### config.mk
export PLATFORM = sky130hd
export DESIGN_NAME = adc_frame_rx
export DESIGN_NICKNAME = d
export VERILOG_FILES = /design/src/rtl/adc_frame_rx.sv
export SDC_FILE = /design/constraint.sdc
export NUM_CORES = 1
export LEC_CHECK = 0
export CAP_MARGIN = 20
export CORE_ASPECT_RATIO = 0.6
export CORE_UTILIZATION = 40
export CTS_CLUSTER_SIZE = 30
export DETAILED_ROUTE_END_ITERATION = 16
export PLACE_DENSITY = 0.74
export SYNTH_ARGS = -nofsm -noshare
export SYNTH_HDL_FRONTEND = slang
export SYNTH_SLANG_ARGS = --single-unit
### constraint.sdc
create_clock -name clk -period 1.7 [get_ports clk]
set_input_delay 0.17 -clock clk [delete_from_list [all_inputs] [get_ports clk]]
set_output_delay 0.17 -clock clk [all_outputs]
set_load 0.05 [all_outputs]
### src/rtl/adc_frame_rx.sv
// ADC serial frame receiver: one conversion per chip-select frame, valid/ready output.
// Optional averaging of good frames when ADC_RX_AVG_EN is defined.
module adc_frame_rx #(
    parameter int unsigned ADC_WIDTH = 12,
    parameter int unsigned AVG_LOG2  = 2
) (
    input  logic                 clk,
    input  logic                 rst,
    input  logic                 cs,
    input  logic                 shift_en,
    input  logic                 sdi,
    output logic [ADC_WIDTH-1:0] sample_data,
    output logic                 sample_valid,
    input  logic                 sample_ready,
    output logic                 frame_err,
    output logic                 overrun,
    input  logic                 ovr_clr,
    output logic [15:0]          frame_cnt
);

    localparam int unsigned CNT_W = $clog2(ADC_WIDTH + 2);
    localparam logic [CNT_W-1:0] BITS_FULL = CNT_W'(ADC_WIDTH);
    localparam logic [CNT_W-1:0] BITS_SAT  = CNT_W'(ADC_WIDTH + 1);

    if (AVG_LOG2 > 8) begin : g_avg_range
        $error("adc_frame_rx: AVG_LOG2 must not exceed 8");
    end

    typedef enum logic {
        IDLE  = 1'b0,
        SHIFT = 1'b1
    } state_t;

    state_t               state;
    logic [ADC_WIDTH-1:0] shreg;
    logic [CNT_W-1:0]     bit_cnt;
    logic                 close_c;
    logic                 good_c;
    logic                 load_c;
    logic [ADC_WIDTH-1:0] load_data_c;

    // Frame closes on the cs rising edge seen while in SHIFT.
    assign close_c = (state == SHIFT) && cs;
    assign good_c  = close_c && (bit_cnt == BITS_FULL);

`ifdef ADC_RX_AVG_EN
    localparam int unsigned SUM_W = ADC_WIDTH + AVG_LOG2;
    localparam int unsigned AVG_W = (AVG_LOG2 > 0) ? AVG_LOG2 : 1;
    localparam logic [AVG_W-1:0] AVG_LAST = AVG_W'((1 << AVG_LOG2) - 1);

    logic [SUM_W-1:0] sum;
    logic [AVG_W-1:0] avg_cnt;
    logic [SUM_W-1:0] total_c;

    assign total_c     = sum + SUM_W'(shreg);
    assign load_c      = good_c && (avg_cnt == AVG_LAST);
    assign load_data_c = ADC_WIDTH'(total_c >> AVG_LOG2);

    // Accumulate good frames; the window's last frame is folded into the emitted average.
    always_ff @(posedge clk or posedge rst) begin
        if (rst) begin
            sum     <= '0;
            avg_cnt <= '0;
        end else if (good_c) begin
            if (load_c) begin
                sum     <= '0;
                avg_cnt <= '0;
            end else begin
                sum     <= total_c;
                avg_cnt <= avg_cnt + AVG_W'(1);
            end
        end
    end
`else
    assign load_c      = good_c;
    assign load_data_c = shreg;
`endif

    always_ff @(posedge clk or posedge rst) begin
        if (rst) begin
            state        <= IDLE;
            shreg        <= '0;
            bit_cnt      <= '0;
            sample_data  <= '0;
            sample_valid <= 1'b0;
            frame_err    <= 1'b0;
            overrun      <= 1'b0;
            frame_cnt    <= '0;
        end else begin
            frame_err <= close_c && (bit_cnt != BITS_FULL);

            case (state)
                IDLE: begin
                    if (!cs) begin
                        state   <= SHIFT;
                        bit_cnt <= '0;
                    end
                end
                SHIFT: begin
                    if (cs) begin
                        state <= IDLE;
                    end else if (shift_en) begin
                        shreg <= {shreg[ADC_WIDTH-2:0], sdi};
                        if (bit_cnt != BITS_SAT) begin
                            bit_cnt <= bit_cnt + CNT_W'(1);
                        end
                    end
                end
                default: state <= IDLE;
            endcase

            if (good_c) begin
                frame_cnt <= frame_cnt + 16'd1;
            end

            // A load in the same cycle as a handshake keeps valid high with the new data.
            if (load_c) begin
                sample_data  <= load_data_c;
                sample_valid <= 1'b1;
            end else if (sample_ready) begin
                sample_valid <= 1'b0;
            end

            if (load_c && sample_valid && !sample_ready) begin
                overrun <= 1'b1;
            end else if (ovr_clr) begin
                overrun <= 1'b0;
            end
        end
    end

endmodule
==> impl_metrics.py <==
metrics = {
    "clock_network": {
        "clk_pin_slew_ns": 0.09,
        "ctsHoldBuffers": 0,
        "cts_num_sinks": 48,
        "cts_tree": "yes",
        "clockBufferDepth": 2,
        "cts_root_buf": "clkbuf_8",
        "htree_levels": 2,
        "cts_setup_buffers": 0,
        "clock_latency_ns": 0.29,
        "numCtsBuffers": 5,
    },
    "cells_and_area": {
        "fin_util_pct": 55.74,
        "diodes": 0,
        "final_common_cell": "dfrtp_1",
        "final_area_um2": 2624,
        "layout_common_cells": "dfrtp_1 (48), mux2_2 (24), clkdlybuf4s50_1 (21), buf_4 (17), nand2_1 (13)",
        "syn2layout_area_growth_pct": 29.68,
        "nNetsFinal": 211,
        "drive_gt1_share_pct": 30.35,
    },
    "floorplan": {
        "die_h_um": 57.09,
        "die_area_um2": 5356,
        "die_x_um": 93.82,
        "ios": 38,
        "start_util_pct": 42.98,
        "coreArea_um2": 4707,
        "rows": 19,
    },
    "routing": {
        "m1WireLength_um": 1876,
        "routed.top_layer": "met4",
        "dr.first_iter.drc_count": 61,
        "wl_met3_um": 208,
        "post_drt_wl_per_cell_um": 13.64,
        "dr.pass1.iters": 4,
        "viasPerCell": 4.871,
        "drc": 0,
        "ant_nets": 0,
        "vias": 1286,
        "wl_met2_um": 1502,
        "routed_wl_um": 3602,
    },
    "timing": {
        "worst_pin_slew_ns": 0.4993,
        "min_period_ns": 1.642,
        "fmax_ghz": 0.6091,
        "setup_viol": 0,
        "setup_ws_ns": 0.05836,
        "finalCritPeriodShare_pct": 96.57,
        "hold_viol": 0,
        "tns_ns": 0,
        "fin_skew_ns": 0.01044,
        "rsz0062_at_grt": "false",
        "max_slew_margin_pct": 66.66,
        "slew_viol_final": 0,
        "hold_ws_ns": 0.2194,
    },
    "critical_path": {
        "crit_type": "reg -> out",
        "slowest_delay_ns": 0.81,
        "timing.rr.start": "bit_cnt[1]",
        "ff2ff_setup_slack_ns": 0.10,
        "crit_arrival_ns": 1.47,
        "worstPathRequired_ns": 1.53,
        "path_cells": "clkdlybuf4s50_1",
        "crit_buf_inv": 1,
        "slowest_stage": "clkdlybuf4s50_1",
        "critPathTopFamily": "buffers and inverters",
        "reg2reg_to": "sample_data[2]",
        "worst_setup_path_start_kind": "flop",
        "reg2reg_depth": 6,
        "critPathCaptureType": "primary output",
        "cp_max_fo": 2,
    },
    "worst_hold_path": {
        "hp-class": "in -> async",
    },
    "logic_synthesis": {
        "yosys.area.top_type_share_pct": 59.37,
        "synth_area_um2": 2023,
        "yosys.area_share.simple_pct": 13.67,
        "synth_fa_ha_area_share_pct": 2.474,
        "ys_types": 29,
        "ys_ff_latch": 48,
        "netlist_top_cells_area": "dfrtp_1 (59%), mux2_2 (13%), xnor2_1 (5.2%)",
        "synthMuxAreaShare_pct": 13.91,
        "synth_largest_area_cell": "dfrtp_1",
        "ys.warnings.count": 0,
        "syn_area_per_cell_um2": 13.40,
        "ys_seq_area_share_pct": 59.37,
        "syn_nets": 162,
        "synth_top_family_by_area": "multiplexers",
        "syn_inst": 151,
        "synth_compound_area_share_pct": 2.041,
        "synth-xor-area-share_pct": 6.865,
    },
    "pwr": {
        "p_leak_nw": 1.272,
        "max-vdd-ir-drop_mv": 0.5233,
        "powerDensity_nw_per_um2": 855.2,
    },
    "global_routing": {
        "grt_remaining_overflow": 0,
        "grt_pass1_vias": 1207,
        "grt_usage_pct": 14.70,
        "antenna_found_initial": 0,
        "grt_start_max_net_pins": 49,
        "grt_pass1_wl_um": 5961,
    },
    "placed_design": {
        "routabilityCongestion": 0.8136,
        "port_buffers": 37,
        "post_dp_cell_area_um2": 2515,
        "dp_hpwl_um": 2528,
        "dp_slack_ns": -0.02833,
    },
    "outcome": {
        "status": "complete, no violations",
    },
    "job": {
        "maxCapViolCount": 0,
    },
}
-- cells in the mapped netlist --
library cell  number
a21oi_1            2
and2b_1            1
and3_1             1
and4_1             1
and4_4             1
buf_4              2
dfrtp_1           48
ha_1               4
inv_1              5
mux2_1             1
mux2_2            24
nand2_1           13
nand2_2            1
nand2b_1           2
nand3_1            9
nand3_4            1
nand4_1            6
nand4b_1           1
nor2_1             3
nor2_4             1
nor2b_1            1
nor3_1             1
nor3_4             2
o21ai_0            2
o22ai_1            2
o41ai_1            1
xnor2_1           12
xor2_1             2
xor2_2             1
-- report_power, final --
group / switching (mW) / internal (mW) / leakage (nW)
logic: 0.0917 / 0.122 / 0.568
clock network: 0.373 / 0.325 / 0.0510
registers: 0.0873 / 1.24 / 0.653
total: 0.552 / 1.69 / 1.27
-- layout make-up --
| cell class | instances | area (um^2) |
|---|---|---|
| timing repair buffer | 44 | 431.7 |
| clock buffer | 6 | 82.58 |
| sequential | 48 | 1201 |
| fill | 398 | 2083 |
| clock inverter | 2 | 10.01 |
| inverter | 5 | 18.77 |
| multi-input combinational | 96 | 800.8 |
| tap | 63 | 78.83 |
-- logic make-up after synthesis --
family                   count (synthesis)
AND/OR/NAND/NOR                         45
AO/OA/AOI/OAI                            7
buffers and inverters                    7
flip-flops                              48
adder cells (fa/ha/maj)                  4
multiplexers                            25
XOR/XNOR                                15
-- through the flow --
step	std cells	power, mW
after floorplan	151	1.470
after CTS	264	2.254
final	264	2.244
after detailed placement	256	1.562
after global routing	264	2.358
after global placement	256	1.553
-- worst max-delay path by stage --
stage / start / end / cells after the start
after floorplan: frame_cnt[0] / frame_cnt[6] / 5
after detailed placement: cs / load_data_c[7] / 5
after CTS: frame_cnt[12] / frame_cnt[12] / 1
after global placement: cs / load_data_c[1] / 5
final: frame_cnt[15] / frame_cnt[15] / 1
after global routing: bit_cnt[1] / sample_data[2] / 6
-- sequential cells by signal (all words and copies together) (netlist names) --
signal	cells
frame_cnt	16
state	1
bit_cnt	4
frame_err	1
load_data_c	12
sample_data	12
overrun	1
sample_valid	1
-- routing by layer --
layer  vias up  track usage, %
met5         -               0
met4         0           3.297
met3         2           4.533
met2        37           20.86
met1       624           22.16
li1        623               -
-- worst reg2reg max path, cell delays in order, from the launching register on --
cell	delay (ns)
dfrtp_1	0.41
inv_1	0.14
ha_4	0.17
nand3_4	0.12
nor2_4	0.16
buf_12	0.15
mux2_2	0.35
-- what timing repair did --
action,CTS,global route
setup endpoints to repair,1,21
pin swaps,0,2
gates cloned,0,0
resized for setup,1,4
Power figures use the tool's default switching activity.
